`src/rtl/dpbr_arb_pkg.sv`:
```
// Shared constants and types for the DPBR1K08 port-A arbiter.
package dpbr_arb_pkg;

    localparam int unsigned DPBR_AW       = 10;
    localparam int unsigned DPBR_DW       = 9;
    localparam int unsigned DPBR_MAXBURST = 4;
    localparam int unsigned DPBR_NREQ_MAX = 4;
    localparam int unsigned DPBR_IDXW     = $clog2(DPBR_NREQ_MAX);

    // Requester index, wide enough for the largest supported NREQ.
    typedef logic [DPBR_IDXW-1:0] idx_t;

    // Burst counter saturation value.
    localparam logic [3:0] BCNT_SAT = 4'hF;

endpackage

```
`src/rtl/dpbr1k08_arb_rr_pick.sv`:
```
// Rotating-priority picker: first valid requester at or after i_start, modulo N.
module rr_pick
    import dpbr_arb_pkg::*;
#(
    parameter int unsigned N = 3
) (
    input  logic [N-1:0] i_valid,
    input  idx_t         i_start,
    output logic [N-1:0] o_grant,
    output idx_t         o_idx,
    output logic         o_any
);

    // Scan N positions starting at i_start, keep the first hit.
    always_comb begin
        int unsigned w_pos;
        w_pos   = 0;
        o_grant = '0;
        o_idx   = '0;
        o_any   = 1'b0;
        for (int unsigned k = 0; k < N; k++) begin
            w_pos = (int'(i_start) + k) % N;
            if (!o_any && i_valid[w_pos]) begin
                o_grant[w_pos] = 1'b1;
                o_idx          = idx_t'(w_pos);
                o_any          = 1'b1;
            end
        end
    end

endmodule

```
`src/rtl/dpbr1k08_arb.sv`:
```
// Port-A arbiter for DPBR1K08: round-robin with bounded burst retention,
// direct RAM drive and tagged read-data return.
module dpbr1k08_arb
    import dpbr_arb_pkg::*;
#(
    parameter int unsigned NREQ     = 3,
    parameter int unsigned AW       = DPBR_AW,
    parameter int unsigned DW       = DPBR_DW,
    parameter int unsigned MAXBURST = DPBR_MAXBURST
) (
    input  logic               clk,
    input  logic               rst_n,
    input  logic [NREQ-1:0]    req_valid,
    output logic [NREQ-1:0]    req_ready,
    input  logic [NREQ-1:0]    req_we,
    input  logic [NREQ*AW-1:0] req_addr,
    input  logic [NREQ*DW-1:0] req_wdata,
    output logic [NREQ-1:0]    rsp_valid,
    output logic [DW-1:0]      rsp_rdata,
    output logic               ram_ce,
    output logic               ram_we,
    output logic [AW-1:0]      ram_addr,
    output logic [DW-1:0]      ram_di,
    input  logic [DW-1:0]      ram_do
);

    localparam logic [3:0] MB = 4'(MAXBURST);

    idx_t           r_owner;
    logic [3:0]     r_bcnt;
    logic           r_rd_pend;
    idx_t           r_rd_tag;

    idx_t           w_start;
    idx_t           w_pick_idx;
    logic [NREQ-1:0] w_pick_gnt;
    logic           w_pick_any;
    logic           w_hold;
    logic [NREQ-1:0] w_gnt;
    idx_t           w_gidx;
    logic           w_any;

    // Scan start (owner+1 mod NREQ) and burst-retention decision.
    // bcnt == 0 only occurs out of reset: owner has never been granted,
    // so the scan starts at requester 0 instead of retaining NREQ-1.
    always_comb begin
        w_start = (r_owner == idx_t'(NREQ-1)) ? '0 : r_owner + idx_t'(1);
        w_hold  = req_valid[r_owner] && (r_bcnt != '0) && (r_bcnt < MB);
    end

    rr_pick #(
        .N(NREQ)
    ) u_pick (
        .i_valid (req_valid),
        .i_start (w_start),
        .o_grant (w_pick_gnt),
        .o_idx   (w_pick_idx),
        .o_any   (w_pick_any)
    );

    // Final grant: retain owner, else rotating pick; nothing while in reset.
    always_comb begin
        w_gnt  = '0;
        w_gidx = r_owner;
        w_any  = 1'b0;
        if (rst_n) begin
            if (w_hold) begin
                w_gnt[r_owner] = 1'b1;
                w_any          = 1'b1;
            end else if (w_pick_any) begin
                w_gnt  = w_pick_gnt;
                w_gidx = w_pick_idx;
                w_any  = 1'b1;
            end
        end
        req_ready = w_gnt;
    end

    // RAM port A driven straight from the granted requester.
    always_comb begin
        ram_ce   = 1'b0;
        ram_we   = 1'b0;
        ram_addr = '0;
        ram_di   = '0;
        if (w_any) begin
            ram_ce   = 1'b1;
            ram_we   = req_we[w_gidx];
            ram_addr = req_addr[w_gidx*AW +: AW];
            ram_di   = req_wdata[w_gidx*DW +: DW];
        end
    end

    // Owner/burst tracking and outstanding-read bookkeeping.
    always_ff @(posedge clk or negedge rst_n) begin
        if (!rst_n) begin
            r_owner   <= idx_t'(NREQ-1);
            r_bcnt    <= '0;
            r_rd_pend <= 1'b0;
            r_rd_tag  <= '0;
        end else if (w_any) begin
            if (w_gidx == r_owner) begin
                r_bcnt <= (r_bcnt == BCNT_SAT) ? r_bcnt : r_bcnt + 4'd1;
            end else begin
                r_owner <= w_gidx;
                r_bcnt  <= 4'd1;
            end
            r_rd_pend <= ~ram_we;
            r_rd_tag  <= w_gidx;
        end else begin
            r_rd_pend <= 1'b0;
        end
    end

    // Read response routed by tag; data passes through from the RAM.
    always_comb begin
        rsp_valid = '0;
        if (r_rd_pend) begin
            rsp_valid[r_rd_tag] = 1'b1;
        end
        rsp_rdata = ram_do;
    end

endmodule

```
`config.mk`:
```
export PLATFORM = sky130hd
export DESIGN_NAME = dpbr1k08_arb
export DESIGN_NICKNAME = d
export VERILOG_FILES = /design/src/rtl/dpbr_arb_pkg.sv /design/src/rtl/dpbr1k08_arb_rr_pick.sv /design/src/rtl/dpbr1k08_arb.sv
export SDC_FILE = /design/constraint.sdc
export NUM_CORES = 1
export LEC_CHECK = 0
export CAP_MARGIN = 0
export CORE_AREA = 4 4 66 68
export CTS_CLUSTER_SIZE = 28
export DETAILED_ROUTE_END_ITERATION = 16
export DIE_AREA = 0 0 70 72
export GPL_ROUTABILITY_DRIVEN = 1
export GPL_TIMING_DRIVEN = 0
export HOLD_SLACK_MARGIN = 0.15
export PLACE_DENSITY = 0.83
export SLEW_MARGIN = 0
export SYNTH_ARGS = -nofsm -noshare
export SYNTH_HDL_FRONTEND = slang
export SYNTH_SLANG_ARGS = --single-unit
```
`constraint.sdc`:
```
create_clock -name clk -period 6.1 [get_ports clk]
set_input_delay 0.61 -clock clk [delete_from_list [all_inputs] [get_ports clk]]
set_output_delay 0.61 -clock clk [all_outputs]
set_load 0.02 [all_outputs]
```
* Word-level counts from Yosys, hierarchy flattened
Index checks and enable logic that the tools add are counted.
Operators by class: add/subtract/negate cells 4, $mul 2, div/mod/pow operators 3, magnitude comparators 12, eq/ne operators 4, shift operators 2, muxes and demuxes 47, bitwise gates (word level) 4, reductions and logical operators 14
Operators by type and width (number):
- $ge 32x1->1 const B | 3
- $lt 32x3->1 const B | 3
- $mod 32x2->32 const B | 2
- $mod 2x2->32 const B | 1
- $shiftx 30x7->10 | 1
- $shiftx 27x7->9 | 1
- $mux 3 | 7
- $mux 1 | 19
- $mux 2 | 7
- $bmux 1 s2 | 5
- $demux 1 s2 | 5
- $mux 10 | 1
- $logic_and 1x1->1 | 9
- $lt 2x3->1 const B | 3
- $mux 9 | 1
- $mux 4 | 2
- $mul 2x4->6 const B | 1
- $or 3x3->3 | 2
- $mul 2x3->5 const B | 1
- $add 4x1->4 const B | 1
- $eq 4x4->1 const B | 1
- $ge 2x1->1 const B | 2
- $lt 4x3->1 const B | 1
- $reduce_and 2->1 | 2
- 9 further kinds | 11
Word-level totals: register bits after elaboration 9, input port bits 74, logic and storage cells 96

* Logic depth before layout (Yosys ltp)
Gate-level depths: netlist of run 1.
word-level depth 20, depth in mapped cells 9

* By module
From an unflattened synthesis of run 1, not the netlist that was laid out.
Second synthesis, totals: cell total of the unflattened synthesis 182, area total of the unflattened synthesis 1581.5 um^2
By module, submodules not included:
- dpbr1k08_arb | times used 1, cells each 130, area each 1199.9 um^2, seq. area each 226.5 um^2
- rr_pick | times used 1, cells each 52, area each 381.6 um^2, seq. area each 0.0 um^2

* Worst setup path before layout of run 1
Ideal clock, no wire load.
kind input to output, start input port req_valid[1], end output port ram_we, arrival 2.388 ns, required time 5.490 ns, setup slack 3.102 ns, stages on the path 7, cells stage by stage buf_4 or4b_1 a32o_1 a22oi_2 inv_2 mux2i_1 a211oi_1
Between the ends: cells in the longest elaborated chain, start to end 15
RTL lines:
- from (decl) | line dpbr1k08_arb.sv:13 | input logic [NREQ-1:0] req_valid,
- $bmux 1 s2 | line dpbr1k08_arb_rr_pick.sv:23 | if (!o_any && i_valid[w_pos]) begin
- $mux 1 (implied by the code) | line dpbr1k08_arb_rr_pick.sv:23
- $mux 1 | line dpbr1k08_arb_rr_pick.sv:23
- $logic_not 1->1 | line dpbr1k08_arb_rr_pick.sv:23
- $logic_and 1x1->1 | line dpbr1k08_arb_rr_pick.sv:23
- $mux 1 | line dpbr1k08_arb_rr_pick.sv:23
- $logic_not 1->1 | line dpbr1k08_arb_rr_pick.sv:23
- $logic_and 1x1->1 | line dpbr1k08_arb_rr_pick.sv:23
- $mux 2 / $mux 1 (equally long branches) | line dpbr1k08_arb_rr_pick.sv:23
- $mux 2 | line dpbr1k08_arb.sv:70 | end else if (w_pick_any) begin
- $mux 2 | line dpbr1k08_arb.sv:67 | if (w_hold) begin
- $mux 2 | line dpbr1k08_arb.sv:66 | if (rst_n) begin
- $bmux 1 s2 | line dpbr1k08_arb.sv:87 | ram_we = req_we[w_gidx];
- $mux 1 (implied by the code) | line dpbr1k08_arb.sv:87
- $mux 1 * | line dpbr1k08_arb.sv:85 | if (w_any) begin
- to (decl) | line dpbr1k08_arb.sv:21 | output logic ram_we,
Every way passes the cells marked *; elsewhere a longest branch is shown, timed or not. The select of a mux whose other input is x is not followed.

* Final worst setup path of run 1
start input port rst_n, end output port ram_di[2]
Between the ends: cells in the longest elaborated chain, start to end 4
RTL lines:
- from (decl) | line dpbr1k08_arb.sv:12 | input logic rst_n,
- $mux 2 | line dpbr1k08_arb.sv:66
- $mul 2x4->6 | line dpbr1k08_arb.sv:89 | ram_di = req_wdata[w_gidx*DW +: DW];
- $shiftx 27x7->9 | line dpbr1k08_arb.sv:89
- $mux 9 * | line dpbr1k08_arb.sv:85
- to (decl) | line dpbr1k08_arb.sv:23 | output logic [DW-1:0] ram_di,
Every way passes the cells marked *; elsewhere a longest branch is shown, timed or not.

==> results of run 1 <==
## stage by stage
step                      total power [W]  worst slack (ns)  hold slack [ns]  std cells
after floorplan                  0.000519              3.10            0.314        187
after global placement           0.000752              1.81            0.501        334
after detailed placement         0.000762              1.79            0.517        334
after CTS                        0.000834              1.76            0.528        338
after global routing             0.000903              1.46            0.570        338
final                            0.000832              1.80            0.527        338
## worst max-delay path, stage by stage
cell and delay [ns]:
clkdlybuf4s50_1 0.88, o31ai_2 0.28, inv_1 0.25, o21ai_0 0.15, nand2_1 0.12, clkbuf_1 0.39, a31oi_1 0.15, a21oi_1 0.21
clkdlybuf4s50_1 0.64
## placed cells by master, fill, tap and decap left out, drive strengths merged, types with 2 or more instances in the layout
| cell | n |
|---|---|
| clkbuf | 14 |
| buf | 17 |
| mux2i | 5 |
| nand3 | 4 |
| nand2 | 6 |
| nor2 | 6 |
| a211oi | 4 |
| ha | 2 |
| dfrtp | 8 |
| xnor2 | 2 |
| and2 | 2 |
| a21oi | 25 |
| nor4 | 2 |
| o21ai | 42 |
| inv | 7 |
| and3b | 2 |
| nor2b | 2 |
| clkdlybuf4s50 | 97 |
| nor3b | 2 |
| nor3 | 3 |
| o21a | 2 |
| a31oi | 19 |
## logic make-up after synthesis
kind of cell / after synthesis / synth area share (%)
buffers and inverters: 34 / 13.8
adder cells (fa/ha/maj): 2 / 1.97
XOR/XNOR: 2 / 1.38
flip-flops: 9 / 17.9
AND/OR/NAND/NOR: 34 / 15.0
multiplexers: 5 / 3.94
AO/OA/AOI/OAI: 101 / 46.1
## state kept, by name (all words and copies together) (netlist names)
register   cells
r_bcnt         4
r_owner        2
r_rd_pend      1
r_rd_tag       2
## layer usage
layer | wire length (um) | vias to the layer above
met2 | 2540 | 83
met5 | 0 | -
met3 | 542 | 4
met1 | 1960 | 834
li1 | - | 898
met4 | 44 | 0
## layout make-up
type                            instances  area (um2)  share of cell area (%)
Clock buffer                            4        45.0                    1.92
Inverter                                7        26.3                    1.12
Tap cell                               50        62.6                    2.67
Buffer                                 27         149                    6.34
Timing Repair Buffer                   97         971                    41.4
Multi-Input combinational cell        144         867                    36.9
Sequential cell                         9         226                    9.65
## worst max path at each step
stage | from | to | slack [ns] | cells after the start
after global routing | rst_n | ram_di[2] | 1.46 | 9
after floorplan | req_valid[1] | ram_we | 3.10 | 7
after detailed placement | rst_n | ram_di[2] | 1.79 | 9
after CTS | rst_n | ram_di[2] | 1.76 | 9
final | rst_n | ram_di[2] | 1.80 | 9
after global placement | rst_n | ram_di[2] | 1.81 | 9
## report_power, final
group	leakage, nW	internal (W)	switching [W]
logic	0.780	0.000284	0.000363
registers	0.111	0.0000879	0.0000304
clock network	0.0228	0.0000454	0.0000221
total	0.914	0.000417	0.000415
==> results.json, run 1 <==
{
  "status": "finished clean",
  "synth_edf_count": 0,
  "grtUsageMet3_pct": 6.79,
  "wire_per_inst_um": 15.0,
  "firstDrtPassIters": 4,
  "area_growth_pct": 85.0,
  "ys.flop_type": "dfrtp_1",
  "synth_area_leaders": "o21ai_0, dfrtp_1, a21oi_1, a31oi_1, buf_4",
  "synth_top_area_share_pct": 16.6,
  "io_pins": 110,
  "clock_sinks": 9,
  "cp_max_fo": 16,
  "worstHoldEndpoint": "r_rd_tag[1]",
  "worstPathRequired_ns": 5.49,
  "top_usage_layer": "met2",
  "fin_crit_ns": 4.30,
  "nFillCells": 373,
  "cap_violations": 0,
  "final_util_pct": 60.9,
  "finalSetupViolations": 0,
  "fin_area_um2": 2350,
  "synth_most_common_cell": "o21ai_0",
  "worstReg2RegEnd": "r_rd_pend",
  "fin_skew_ns": 0.00260,
  "layout.nets": 365,
  "use_met2_pct": 34.1,
  "wl_um": 5090,
  "clk_path_buf_depth": 2,
  "holdCritStartpoint": "r_rd_tag[1]",
  "fmax_mhz": 233,
  "routed_via_density": 5.38,
  "drc": 0,
  "initial_core_util_pct": 32.9,
  "rows": 23,
  "dr.first_iter.drc_count": 76,
  "drive_gt1_share_pct": 9.03,
  "hpwl_um": 4090,
  "cp-end-kind": "output port",
  "dieArea_um2": 5040,
  "clock-root-buffer": "clkbuf_8",
  "placed_cell_area_um2": 2300,
  "vias": 1819,
  "seq_area_frac_synth_pct": 17.9,
  "syn-mean-instance-area_um2": 6.78,
  "cts_resized": 0,
  "antenna_left": 0,
  "start_kind": "input port",
  "core_um2": 3860,
  "post_cts_buffers": 0,
  "rrSetupSlack_ns": 3.78,
  "arrival_ns": 3.69,
  "die_h_um": 72,
  "grtUsageMet1_pct": 22.2,
  "worst_pin_slew_ns": 0.648,
  "postCtsHoldBufs": 0,
  "grt_pass1_vias": 1843,
  "report.final.slew_viol_count": 0,
  "fin_setup_tns_ns": 0,
  "syn_nets": 263,
  "worstSkewPairLatency_ns": 0.23,
  "yosysUniqueCellTypes": 39,
  "holdPathStages": 1,
  "cts_buffers": 3,
  "grt_max_degree": 17,
  "clkTransAtPathRegs_ns": 0.04,
  "async_flop_share_pct": 100,
  "diodes": 0,
  "yosysTopAreaCell": "o21ai_0",
  "synth_common_cells": "o21ai_0, a21oi_1, a31oi_1",
  "relSlewSlack_pct": 56.4,
  "path_class": "input port to output port",
  "grt_overflow": 0,
  "leakage_nw": 0.914,
  "grt_antenna_before_repair": 0,
  "io_buffers": 97,
  "p_per_area_nw_per_um2": 355,
  "h-tree-depth": 1,
  "synth_area_um2": 1270,
  "place_congestion": 0.889,
  "synth_seq_cells": 9,
  "ys.warnings.count": 0,
  "rsz0062_at_grt": "no",
  "hold_viol_final": 0,
  "reg2reg_depth": 8,
  "fin_crit_sh_pct": 70.4,
  "irDropWorstVdd_mv": 0.144,
  "grt_pass1_wl_um": 8180,
  "postSynthCellCount": 187,
  "cts_tree": "done",
  "hold_path.class": "flop to flop",
  "fp.dieW_um": 70,
  "r2r-start": "r_bcnt[0]",
  "track_usage_pct": 19.1
}
Power figures use the tool's default switching activity.
==> run 2, diff against run 1 <==
CORE_AREA = 4 4 72 74   (was 4 4 66 68)
DIE_AREA = 0 0 76 78   (was 0 0 70 72)
PLACE_DENSITY = 0.73   (was 0.83)
clock period = 3.9 ns   (was 6.1 ns; I/O delays follow)
==> results.json, run 2 (same netlist as run 1, synthesis figures left out) <==
{
  "status": "finished clean",
  "fin_skew_ns": 0.000718,
  "final_util_pct": 51.3,
  "die_h_um": 78,
  "rows": 25,
  "hold_viol_final": 0,
  "grt_pass1_wl_um": 8310,
  "vias": 1769,
  "slowest_delay_ns": 0.63,
  "fp.dieW_um": 76,
  "wire_per_inst_um": 14.9,
  "relSlewSlack_pct": 57.3,
  "r2r-start": "r_bcnt[0]",
  "io_buffers": 97,
  "cts_buffers": 3,
  "final_cell_mix": "clkdlybuf4s50_1, o21ai_0, a21oi_1",
  "worst_pin_slew_ns": 0.634,
  "fmax_mhz": 283,
  "largest_reg_flops": 4,
  "p_per_area_nw_per_um2": 555,
  "clock-root-buffer": "clkbuf_8",
  "crit_chain": "inv_1 -> ha_1 -> or4b_1 -> a32o_1 -> a22oi_2 -> clkbuf_1 -> o21ai_0 -> a21oi_1 -> clkdlybuf4s50_1",
  "clk_path_buf_depth": 2,
  "cts_tree": "done",
  "top_regs": "r_bcnt x4, r_owner x2, r_rd_tag x2",
  "grt_pass1_vias": 1812,
  "clock_sinks": 9,
  "grt_antenna_before_repair": 0,
  "h-tree-depth": 1,
  "io_pins": 110,
  "antenna_left": 0,
  "dr.first_iter.drc_count": 95,
  "postLayoutSetupSlackWorst_ns": 0.368,
  "met1_length_um": 2100,
  "post_cts_buffers": 0,
  "fin_crit_ns": 3.53,
  "rsz0062_at_grt": "no",
  "worstPathRequired_ns": 3.51,
  "top_layer_used": "met4",
  "largest_register": "r_bcnt",
  "initial_core_util_pct": 27.6,
  "area_growth_pct": 85.8,
  "leakage_nw": 0.918,
  "grt_overflow": 0,
  "routed_via_density": 5.16,
  "hold_path.class": "input port to async pin",
  "register_area_um2": 226,
  "grt_max_degree": 17,
  "critPathLaunch": "r_bcnt[0]",
  "drive_gt1_share_pct": 9.34,
  "dieArea_um2": 5930,
  "hpwl_um": 4060,
  "cp_max_fo": 10,
  "fin_crit_sh_pct": 90.6,
  "place_ws_ns": -0.0510,
  "core_um2": 4600,
  "cp-end-kind": "output port",
  "report.final.slew_viol_count": 0,
  "drc": 0,
  "diodes": 0,
  "timing.critical_path.buf_inv": 3,
  "clkTransAtPathRegs_ns": 0.05,
  "path_delay_family": "buffers and inverters",
  "final_common_cell": "clkdlybuf4s50_1",
  "finalSetupViolations": 0,
  "layout.nets": 366,
  "cap_violations": 0,
  "dr_wl_met2_um": 2420,
  "irDropWorstVdd_mv": 0.229,
  "start_kind": "flop",
  "multi_input_area_um2": 867,
  "cp_slowest_cell": "clkdlybuf4s50_1",
  "path_class": "flop to output port",
  "worstSkewPairLatency_ns": 0.23,
  "firstDrtPassIters": 4,
  "arrival_ns": 3.14,
  "wl_um": 5120,
  "place_congestion": 0.794,
  "nFillCells": 472,
  "met3WireLength_um": 548,
  "track_usage_pct": 16.6
}
## run 2: changes by cell type in the layout (fill, tap and decap cells not counted), sizes merged
cell,change
dlygate4sd3,+1
clkbuf,+1
clkdlybuf4s50,-1
## run 2: final timing paths
check	end	slack, ns	depth (start not counted)
worst max-delay path	ram_addr[0]	0.37	9
worst min-delay path	r_owner[1]	0.20	1
worst max register to register	r_rd_pend	1.57	7
worst min register to register	r_rd_tag[1]	0.53	1
max in group asynchronous	r_bcnt[3]	2.88	2
min in group clk	r_rd_tag[0]	0.46	2
## run 2: timing repair
action                     CTS  global route
setup endpoints to repair    9             9
hold endpoints to repair     0             8
hold buffers                 0             1
resized for setup            1             2
## run 2: final cells by class
cell class	instances	share of cell area, %
Inverter	7	1.11
Tap cell	54	2.87
Buffer	27	6.32
Clock buffer	4	1.91
Timing Repair Buffer	98	41.4
Sequential cell	9	9.61
Multi-Input combinational cell	144	36.8
## run 2: stage by stage
step | hold slack [ns] | setup TNS [ns] | instances | cell area [um2] | total power (W)
after global routing | 0.211 | 0 | 343 | 2360 | 0.00143
after global placement | 0.504 | 0 | 338 | 2310 | 0.00118
after detailed placement | 0.520 | -0.153 | 338 | 2310 | 0.00120
final | 0.199 | 0 | 343 | 2360 | 0.00131
after CTS | 0.302 | 0 | 342 | 2350 | 0.00132
after floorplan | 0.0944 | 0 | 187 | 1270 | 0.000811
## run 2: where the power goes
part | leakage (nW) | switching, W | internal [W]
logic | 0.785 | 0.000569 | 0.000444
clock network | 0.0228 | 0.0000379 | 0.0000713
registers | 0.111 | 0.0000466 | 0.000138
## run 2: routing by layer
layer	up-vias	GRT usage, %
met3	6	6.50
met5	-	0
met1	777	20.0
li1	894	-
met4	0	4.09
met2	92	27.5
## run 2: worst register-to-register path, stage by stage, from the launching register on
cell,delay [ns]
dfrtp_1,0.36
inv_1,0.08
ha_1,0.23
or3_1,0.37
o21ai_0,0.34
clkbuf_1,0.43
nand3_1,0.14
o221a_2,0.27
==> run 3, diff against run 2 <==
CORE_AREA = 2 2 70 72   (was 4 4 72 74)
DIE_AREA = 0 0 72 74   (was 0 0 76 78)
==> results.json, run 3 (same netlist as run 1, synthesis figures left out) <==
{
  "cts_tree": "done",
  "post_cts_buffers": 0,
  "vias": 1790,
  "final_util_pct": 51.2,
  "dieArea_um2": 5330,
  "fin_skew_ns": 0.00175,
  "grt_max_degree": 17,
  "hpwl_um": 3820,
  "io_pins": 110,
  "slowest_delay_ns": 0.64,
  "initial_core_util_pct": 27.6,
  "r2r-start": "r_bcnt[0]",
  "firstDrtPassIters": 4,
  "power_frac_seq_pct": 14.3,
  "postCtsHoldBufs": 0,
  "diodes": 0,
  "report.final.slew_viol_count": 0,
  "wl_um": 4850,
  "die_h_um": 74,
  "wire_per_inst_um": 14.2,
  "relSlewSlack_pct": 56.3,
  "grt_pass1_wl_um": 7820,
  "status": "finished clean",
  "finalSetupViolations": 0,
  "worst_pin_slew_ns": 0.649,
  "power.total_w": 0.00130,
  "arrival_ns": 3.19,
  "combinationalPowerShare_pct": 77.7,
  "area_growth_pct": 85.6,
  "fin_crit_ns": 3.58,
  "switching_share_pct": 49.8,
  "fp.dieW_um": 72,
  "p_int_w": 0.000653,
  "routed_via_density": 5.23,
  "postLayoutSetupSlackWorst_ns": 0.323,
  "clock_sinks": 9,
  "cts_buffers": 3,
  "place_ws_ns": 0.0350,
  "crit_chain": "inv_1 -> ha_1 -> or4b_1 -> a32o_1 -> a22oi_2 -> clkbuf_1 -> o21ai_0 -> a21oi_1 -> clkdlybuf4s50_1",
  "final_common_cell": "clkdlybuf4s50_1",
  "p_per_area_nw_per_um2": 552,
  "io_buffers": 97,
  "worstPathRequired_ns": 3.51,
  "track_usage_pct": 18.0,
  "reg2reg_depth": 8,
  "dr.first_iter.drc_count": 97,
  "grt_antenna_before_repair": 0,
  "fin_setup_tns_ns": 0,
  "rows": 25,
  "cp_slowest_cell": "clkdlybuf4s50_1",
  "rsz0062_at_grt": "no",
  "hold_viol_final": 0,
  "hold_path.class": "input port to async pin",
  "leakage_nw": 0.923,
  "clkTransAtPathRegs_ns": 0.04,
  "layout.nets": 365,
  "worstReg2RegEnd": "r_rd_tag[1]",
  "largest_reg_flops": 4,
  "place_congestion": 0.848,
  "cp_max_fo": 10,
  "irDropWorstVdd_mv": 0.259,
  "pwr-share-clk_pct": 8.0,
  "grt_pass1_vias": 1794,
  "core_um2": 4600,
  "worstSkewPairLatency_ns": 0.23,
  "drive_gt1_share_pct": 9.03,
  "fin_crit_sh_pct": 91.7,
  "h-tree-depth": 1,
  "nFillCells": 448,
  "largest_register": "r_bcnt",
  "power_switching_w": 0.000648,
  "fmax_mhz": 280,
  "clk_path_buf_depth": 2,
  "grt_overflow": 0,
  "antenna_left": 0,
  "cp-end-kind": "output port",
  "path_class": "flop to output port",
  "cap_violations": 0,
  "clock-root-buffer": "clkbuf_8",
  "rrSetupSlack_ns": 1.58,
  "top_regs": "r_bcnt x4, r_owner x2, r_rd_tag x2",
  "drc": 0,
  "start_kind": "flop",
  "final_cell_mix": "clkdlybuf4s50_1, o21ai_0, a21oi_1"
}
## run 3: repair_timing
action / in CTS / in global routing
gates resized for setup: 0 / 1
endpoints found under the hold margin: 0 / 0
setup endpoints to repair: 0 / 20
## run 3: stage by stage
step / hold slack, ns / area [um2] / cells
3_5_place_dp: 0.505 / 2310 / 338
5_1_grt: 0.204 / 2350 / 342
2_1_floorplan: 0.0944 / 1270 / 187
4_1_cts: 0.468 / 2350 / 342
3_3_place_gp: 0.501 / 2310 / 338
6_report: 0.172 / 2350 / 342
## run 3: worst max path at each step
stage	to	slack, ns	depth (start not counted)	from
2_1_floorplan	ram_we	1.21	8	r_bcnt[0]
3_3_place_gp	ram_di[3]	0.02	9	rst_n
3_5_place_dp	ram_di[3]	0.04	9	rst_n
4_1_cts	ram_di[3]	0.005	9	rst_n
5_1_grt	ram_di[7]	0.09	9	r_bcnt[0]
6_report	ram_di[7]	0.32	9	r_bcnt[0]
## run 3: per-layer routing
layer / part of all wire [%] / track usage (%) / wire (um)
met3: 7.4 / 4.47 / 360
met4: 1.1 / 3.98 / 55
met1: 44 / 21.7 / 2120
met5: 0 / 0 / 0
met2: 48 / 32.6 / 2310
## run 3: worst max-delay path: cells and delay by family (launching register included)
family	cells	cell delay [ns]
buf+inv	3	1.09
simple gates	1	0.46
compound gates	4	0.82
flops	1	0.36
fa+ha+maj	1	0.23
## run 3: power by group through the flow
stage          Sequential [W]  Combinational (W)  Clock, W
6_report             0.000186            0.00101  0.000105
3_5_place_dp         0.000186            0.00101         0
5_1_grt              0.000195            0.00110  0.000117
2_1_floorplan        0.000173           0.000638         0
3_3_place_gp         0.000183           0.000997         0
4_1_cts              0.000185            0.00101  0.000108
## run 3: layout make-up
| type | count | area (um2) | area share [%] |
|---|---|---|---|
| Sequential cell | 9 | 226 | 9.62 |
| Timing Repair Buffer | 97 | 973 | 41.3 |
| Inverter | 7 | 26.3 | 1.12 |
| Clock buffer | 4 | 45.0 | 1.91 |
| Multi-Input combinational cell | 144 | 867 | 36.8 |
| Tap cell | 54 | 67.6 | 2.87 |
| Buffer | 27 | 149 | 6.32 |
